File: src/rtl/conv55_pkg.sv
// Shared constants and helpers for the 5x5 sliding-window generator.
package conv55_pkg;
  localparam int DATA_W = 8;
  localparam int K      = 5;
  localparam int IMG_W  = 32;
  localparam int IMG_H  = 32;
  localparam int WIN_W  = K*K*DATA_W;
  localparam int COL_W  = $clog2(IMG_W);
  localparam int ROW_W  = $clog2(IMG_H);

  function automatic int win_idx(input int r, input int c);
    return r*K + c;
  endfunction
endpackage

File: src/rtl/conv55_line_buf.sv
// One image row of pixel storage; read-before-write so the chain shifts rows on each accept.
module conv55_line_buf
  import conv55_pkg::*;
(
  input  logic              clk,
  input  logic              we_i,
  input  logic [COL_W-1:0]  addr_i,
  input  logic [DATA_W-1:0] wr_data_i,
  output logic [DATA_W-1:0] rd_data_o
);
  logic [DATA_W-1:0] mem_q [IMG_W];

  // Contents are never reset; row gating upstream hides stale entries.
  assign rd_data_o = mem_q[addr_i];

  always_ff @(posedge clk) begin
    if (we_i) mem_q[addr_i] <= wr_data_i;
  end
endmodule

File: src/rtl/conv55_window_gen.sv
// Streaming 5x5 window generator: K-1 chained line buffers feed a KxK shift window.
module conv55_window_gen
  import conv55_pkg::*;
(
  input  logic              clk,
  input  logic              rst,
  input  logic              in_valid,
  output logic              in_ready,
  input  logic [DATA_W-1:0] in_pixel,
  output logic              out_valid,
  input  logic              out_ready,
  output logic [WIN_W-1:0]  win_flat,
  output logic              frame_done
);
  localparam logic [COL_W-1:0] X_LAST = COL_W'(IMG_W-1);
  localparam logic [ROW_W-1:0] Y_LAST = ROW_W'(IMG_H-1);
  localparam logic [COL_W-1:0] X_MIN  = COL_W'(K-1);
  localparam logic [ROW_W-1:0] Y_MIN  = ROW_W'(K-1);

  logic                                 accept;
  logic [COL_W-1:0]                     col_q, col_d;
  logic [ROW_W-1:0]                     row_q, row_d;
  logic                                 vld_q, vld_d;
  logic                                 fd_q, fd_d;
  logic [K-1:0][K-1:0][DATA_W-1:0]      win_q, win_d;
  logic [K-2:0][DATA_W-1:0]             lb_rd, lb_wr;
  logic [K-1:0][DATA_W-1:0]             col_new;

  assign in_ready   = !vld_q || out_ready;
  assign accept     = in_valid && in_ready;
  assign out_valid  = vld_q;
  assign frame_done = fd_q;

  // lb 0 holds row y-1; each later buffer is one row older.
  for (genvar i = 0; i < K-1; i++) begin : g_lb
    if (i == 0) begin : g_head
      assign lb_wr[i] = in_pixel;
    end else begin : g_chain
      assign lb_wr[i] = lb_rd[i-1];
    end
    conv55_line_buf u_lb (
      .clk       (clk),
      .we_i      (accept),
      .addr_i    (col_q),
      .wr_data_i (lb_wr[i]),
      .rd_data_o (lb_rd[i])
    );
    assign col_new[i] = lb_rd[K-2-i];
  end
  assign col_new[K-1] = in_pixel;

  for (genvar r = 0; r < K; r++) begin : g_row
    for (genvar c = 0; c < K; c++) begin : g_col
      assign win_flat[win_idx(r, c)*DATA_W +: DATA_W] = win_q[r][c];
    end
  end

  always_comb begin
    win_d = win_q;
    col_d = col_q;
    row_d = row_q;
    vld_d = vld_q;
    fd_d  = 1'b0;
    if (accept) begin
      for (int r = 0; r < K; r++) begin
        for (int c = 0; c < K-1; c++) win_d[r][c] = win_q[r][c+1];
        win_d[r][K-1] = col_new[r];
      end
      vld_d = (row_q >= Y_MIN) && (col_q >= X_MIN);
      if (col_q == X_LAST) begin
        col_d = '0;
        if (row_q == Y_LAST) begin
          row_d = '0;
          fd_d  = 1'b1;
        end else begin
          row_d = row_q + ROW_W'(1);
        end
      end else begin
        col_d = col_q + COL_W'(1);
      end
    end else if (out_ready) begin
      vld_d = 1'b0;
    end
  end

  always_ff @(posedge clk) begin
    if (rst) begin
      win_q <= '0;
      col_q <= '0;
      row_q <= '0;
      vld_q <= 1'b0;
      fd_q  <= 1'b0;
    end else begin
      win_q <= win_d;
      col_q <= col_d;
      row_q <= row_d;
      vld_q <= vld_d;
      fd_q  <= fd_d;
    end
  end
endmodule

File: config.mk
export PLATFORM = sky130hd
export DESIGN_NAME = conv55_window_gen
export DESIGN_NICKNAME = d
export VERILOG_FILES = /design/src/rtl/conv55_pkg.sv /design/src/rtl/conv55_line_buf.sv /design/src/rtl/conv55_window_gen.sv
export SDC_FILE = /design/constraint.sdc
export NUM_CORES = 1
export LEC_CHECK = 0
export CAP_MARGIN = 20
export CORE_ASPECT_RATIO = 0.8
export CORE_MARGIN = 3
export CORE_UTILIZATION = 30
export DETAILED_ROUTE_END_ITERATION = 8
export RECOVER_POWER = 100
export SKIP_LAST_GASP = 1
export SLEW_MARGIN = 5
export SYNTH_ARGS = -nofsm -noshare
export SYNTH_HDL_FRONTEND = slang
export SYNTH_SLANG_ARGS = --single-unit
File: constraint.sdc
create_clock -name clk -period 5 [get_ports clk]
set_input_delay 0.5 -clock clk [delete_from_list [all_inputs] [get_ports clk]]
set_output_delay 0.5 -clock clk [all_outputs]
set_load 0.02 [all_outputs]
### Yosys cells after proc, flatten, opt, wreduce, memory -nomap -nowiden

Memory sizes are Yosys's and may differ from the RTL's. A register that Yosys moved wholly into a read port is not among the register bits.
Cells that the tools add are included.

* RAM bits: 1024
* ROM bits: 0
* latch bits: 0
* register bits after elaboration: 204
* output and inout port bits: 203
* bits of input ports: 12
* logic and storage cells: 60
* memories: 4

Memories
* g_lb[0].u_lb.mem_q: depth 32, width 8, read ports 1, clocked after Yosys merged registers in 1, write ports 1, line conv55_line_buf.sv:11 `logic [DATA_W-1:0] mem_q [IMG_W];`
* g_lb[1].u_lb.mem_q: depth 32, width 8, read ports 1, clocked after Yosys merged registers in 1, write ports 1, line conv55_line_buf.sv:11
* g_lb[2].u_lb.mem_q: depth 32, width 8, read ports 1, clocked after Yosys merged registers in 1, write ports 1, line conv55_line_buf.sv:11
* g_lb[3].u_lb.mem_q: depth 32, width 8, read ports 1, clocked after Yosys merged registers in 1, write ports 1, line conv55_line_buf.sv:11

* divide/modulo/power cells: 0
* multiply operators: 0
* eq/ne operators: 2
* add/subtract/negate cells: 2
* bitwise logic cells: 2
* muxes and demuxes: 13
* order comparisons: 2
* reductions and logical operators: 7
* shifts and indexed selects: 0

Operators with widths (count)
* two-way mux 5 bit: 8
* adder 5 x 1 -> 5 bit (second input constant): 2
* == test 5 bit (second input constant): 2
* >= comparator 5 x 3 -> 1 bit (second input constant): 2
* two-way mux 1 bit: 5
* OR reduction 3 bit: 1
* logical AND 1 bit: 2
* inverter 1 bit: 2
* AND reduction 2 bit: 1
* nonzero test 2 bit: 1
* logical NOT 1 bit: 1
* logical OR 1 bit: 1

### Logic depth before layout (Yosys ltp)

* word-level depth: 5
* gate-level depth with buffers: 9
* mapped depth without buffers: 7

### By module

Synthesis repeated with hierarchy kept, for this count alone.

* cell total of the unflattened synthesis: 3262
* area total of the unflattened synthesis: 48361.4 um^2

By module, submodules not included
* conv55_line_buf: cells each 568, instances 4, area each 10045.9 um^2, sequential area each 7687.4 um^2
* conv55_window_gen: cells each 990, instances 1, area each 8177.8 um^2, sequential area each 4244.1 um^2

### Least setup slack after synthesis

OpenSTA, ideal clock, no wires.

* path kind: input to register
* from: input out_ready
* to: memory g_lb[0].u_lb.mem_q[15][0] (enable)
* slack: 891 ps
* arrival: 3648 ps
* library setup time: 461 ps
* required time: 4539 ps
* path buffers: 2
* stages on the path: 6
* cells stage by stage: nand2b_2 > and2_1 > clkbuf_2 > clkbuf_1 > nand2_1 > nor3_1

* word-level cells in the longest chain between the ends: 4

Ends and longest elaborated chain
* start: declaration: line conv55_window_gen.sv:11 `input logic out_ready,`
* logical OR 1 bit: line conv55_window_gen.sv:29 `assign in_ready = !vld_q || out_ready;`
* logical AND 1 bit: line conv55_window_gen.sv:30 `assign accept = in_valid && in_ready;`
* two-way mux 1 bit: line conv55_line_buf.sv:17 `if (we_i) mem_q[addr_i] <= wr_data_i;`
* two-way mux 1 bit (not written as such): line conv55_line_buf.sv:17
* end: declaration: line conv55_line_buf.sv:11

Every way passes these cells.

### Final worst setup path

* from: register col_q[4]
* to: memory g_lb[1].u_lb.mem_q[16][7] (enable)

RTL lines
* start: declaration: line conv55_window_gen.sv:21 `logic [COL_W-1:0] col_q, col_d;`
* start signal: assignment: line conv55_window_gen.sv:95 `col_q <= col_d;`
* end: declaration: line conv55_line_buf.sv:11

No word-level cell before the write port.

==> impl_metrics.ini <==
[global_route]
grt_overflow_total = 0
grt_pass1_vias = 25905
antenna_found_initial = 4
grt_first_pass_wirelength_mm = 180
grt_usage = 0.149
grt_max_degree = 172

[layout]
final_cell_mix = 1,024 x edfxtp_1, 389 x mux2i_1, 370 x nand2_1
final_area_mm2 = 0.0556
area.growth.synth_to_final_pct = 18.7
drive_above_1_share = 0.108
fin_nets = 3201
final_common_cell = edfxtp_1

[pwr]
vdd_drop_max_v = 0.000305
p_total_mw = 21.7
p_per_area_mw_per_mm2 = 391
p_seq_frac = 0.533
p_sw_mw = 4.83
clkPwrFrac = 0.406
p_leak_nw = 17.4
p_sw_frac = 0.222
p_int_mw = 16.9
comb_power_share = 0.062

[detailed_routing]
ant_nets = 0
drc = 0
wl_per_cell_um = 23.1
first_pass_iters = 7
drt_wl_total_mm = 123
detail_route.vias_per_cell = 5.00
drt_iter0_drc = 2971
vias = 26576

[clocking]
post_cts_resized = 0
htreeDepth = 3
cts_buffer_depth = 3
clk_latency_ns = 0.72
cts.clk_slew.worst_paths_ns = 0.07
ctsHoldBuffers = 0
clock-root-buffer = clkbuf_16
cts_setup_buffers = 0
cts_tree = built
cts.sinks = 1241
numCtsBuffers = 113

[critical_path]
reg2regPathDepth = 4
endpoint_kind = flop
r2r_end = g_lb[1].u_lb.mem_q[16][7]
critPathLaunchType = flop
r2r_start = col_q[4]
arrival_ns = 4.57
worst_ep_required_time_ns = 5.36
crit_fanout = 29
path_class = reg2reg
reg2reg_setup_slack_ns = 0.79

[timing]
hold_viol = 0
fmax_ghz = 0.238
grt_setup_unrepaired = false
worst_slew_pin_slew_ns = 2.11
finalMaxSlewViolations = 566
skew_ns = 0.0314
period_share = 0.841
finalSetupViolCount = 0
relSlewSlack = -0.408
setup_slack_ns = 0.794
fin_tns_setup_ns = 0
fin_crit_ns = 4.21

[synth]
yosysWarnings = 0
synth_nets = 2956
muxShareOfSynthArea = 0.114
ys_types = 40
yosys.area.top_type = edfxtp_1
async_flop_share = 0
synth_xor_area_frac = 0
synth_top_family_by_area = multiplexers
synth_compound_area_frac = 0.0611
syn_area_mm2 = 0.0468
synth-edff-count = 1024
yosysSeqAreaShare = 0.750
ys_seq_elements = 1241
syn_inst = 2935
syn_area_per_cell_um2 = 16.0
ys_top_cells_by_area = edfxtp_1 66%, dfxtp_1 9.3%, mux2i_1 8.3%
synth_top_area_frac = 0.657
synth_flop_cell = edfxtp_1
synth-adder-area-share = 0.00241
synthSimpleGateAreaFrac = 0.0545

[die]
core-area_mm2 = 0.155
fp.dieArea_mm2 = 0.161
die_w_um = 448
fp-row-count = 129
start_util = 0.302
die_y_um = 359
io_pins = 215

[place]
io_buffers = 214
dpl_cell_area_mm2 = 0.0520
pre_cts_ws_ns = 1.45
globalplace.congestion = 0.790
dp_hpwl_mm = 72.3

[job]
cap_viol_max_count = 21

[status]
violations = capacitance limit, slew limit
status = finished with violations

[min_path]
min_to = win_flat[51]
hold_depth = 2
hp-class = in2reg
hp-start = rst
power by group through the flow:
stage	Combinational [mW]	Sequential, mW	Clock, mW
global route	1.43	11.6	9.38
CTS	1.38	11.6	8.97
floorplan	0.733	11.8	0
finish	1.34	11.6	8.81
global placement	1.36	11.8	0
detailed placement	1.38	11.8	0
state kept, by name, indices dropped and copies added, names as in the netlist, named ones only:
register and cells:
col_q 5, frame_done 1, g_lb.u_lb.mem_q 1024, out_valid 1, row_q 5, win_flat 200
worst max-delay path, cell delays in order (launching register included):
cell and delay (ns):
dfxtp_1 0.79, clkbuf_1 1.03, nand2_1 0.56, nor2_4 1.00, clkbuf_1 0.45
per-stage QoR:
step	util	std cells	hold slack, ns
3_5_place_dp	0.336	5095	0.446
3_3_place_gp	0.335	5086	0.442
4_1_cts	0.360	5311	0.276
6_report	0.359	5312	0.310
2_1_floorplan	-	2935	0.451
5_1_grt	0.359	5311	0.326
cell usage after synthesis (all sizes together) (4+ instances only):
cell,n
mux2i,389
a22oi,194
mux4,64
o21ai,8
nor2b,7
nor2,42
nand2b,4
buf,82
and2,6
nor3,16
a211oi,4
ha,9
nand2,371
and3,9
nand3,111
inv,5
clkbuf,108
nand4,19
dfxtp,217
edfxtp,1024
a22o,27
a32oi,5
a21oi,189
a31oi,6
nand3b,5
cells by family after synthesis:
family,after synthesis
AOI/OAI and AO/OA,441
DFF,1241
muxes,453
adders and majority gates,9
buffers and inverters,195
and+or+nand+nor,596
how the worst max path moves through the flow:
stage,from,end,slack [ns]
3_3_place_gp,col_q[3],g_lb[1].u_lb.mem_q[25][4],1.34
4_1_cts,col_q[2],g_lb[0].u_lb.mem_q[31][6],1.44
2_1_floorplan,out_ready,g_lb[0].u_lb.mem_q[15][0],0.89
6_report,col_q[4],g_lb[1].u_lb.mem_q[16][7],0.79
3_5_place_dp,col_q[2],g_lb[0].u_lb.mem_q[31][1],1.45
5_1_grt,flop,g_lb[2].u_lb.mem_q[12][2],0.64
final cells by class:
type                            instances  area [um^2]
Multi-Input combinational cell       1499        11100
Inverter                                5         18.8
Tap cell                             2030         2540
Antenna cell                            1         2.50
Timing Repair Buffer                  320         3070
Sequential cell                      1241        35100
Clock inverter                         61          644
Clock buffer                          155         3120
Fill cell                           14429        99200
routing by layer:
| metal | GRT usage | share of wire | up-vias | routed length (um) |
|---|---|---|---|---|
| met5 | 0 | 0 | - | 0 |
| met4 | 0.0369 | 0.021 | 0 | 2620 |
| met3 | 0.0275 | 0.076 | 162 | 9310 |
| met2 | 0.223 | 0.44 | 983 | 54500 |
| met1 | 0.223 | 0.46 | 13618 | 56300 |
| li1 | - | - | 11813 | - |
Note: power is estimated with default switching activity, not from simulation.
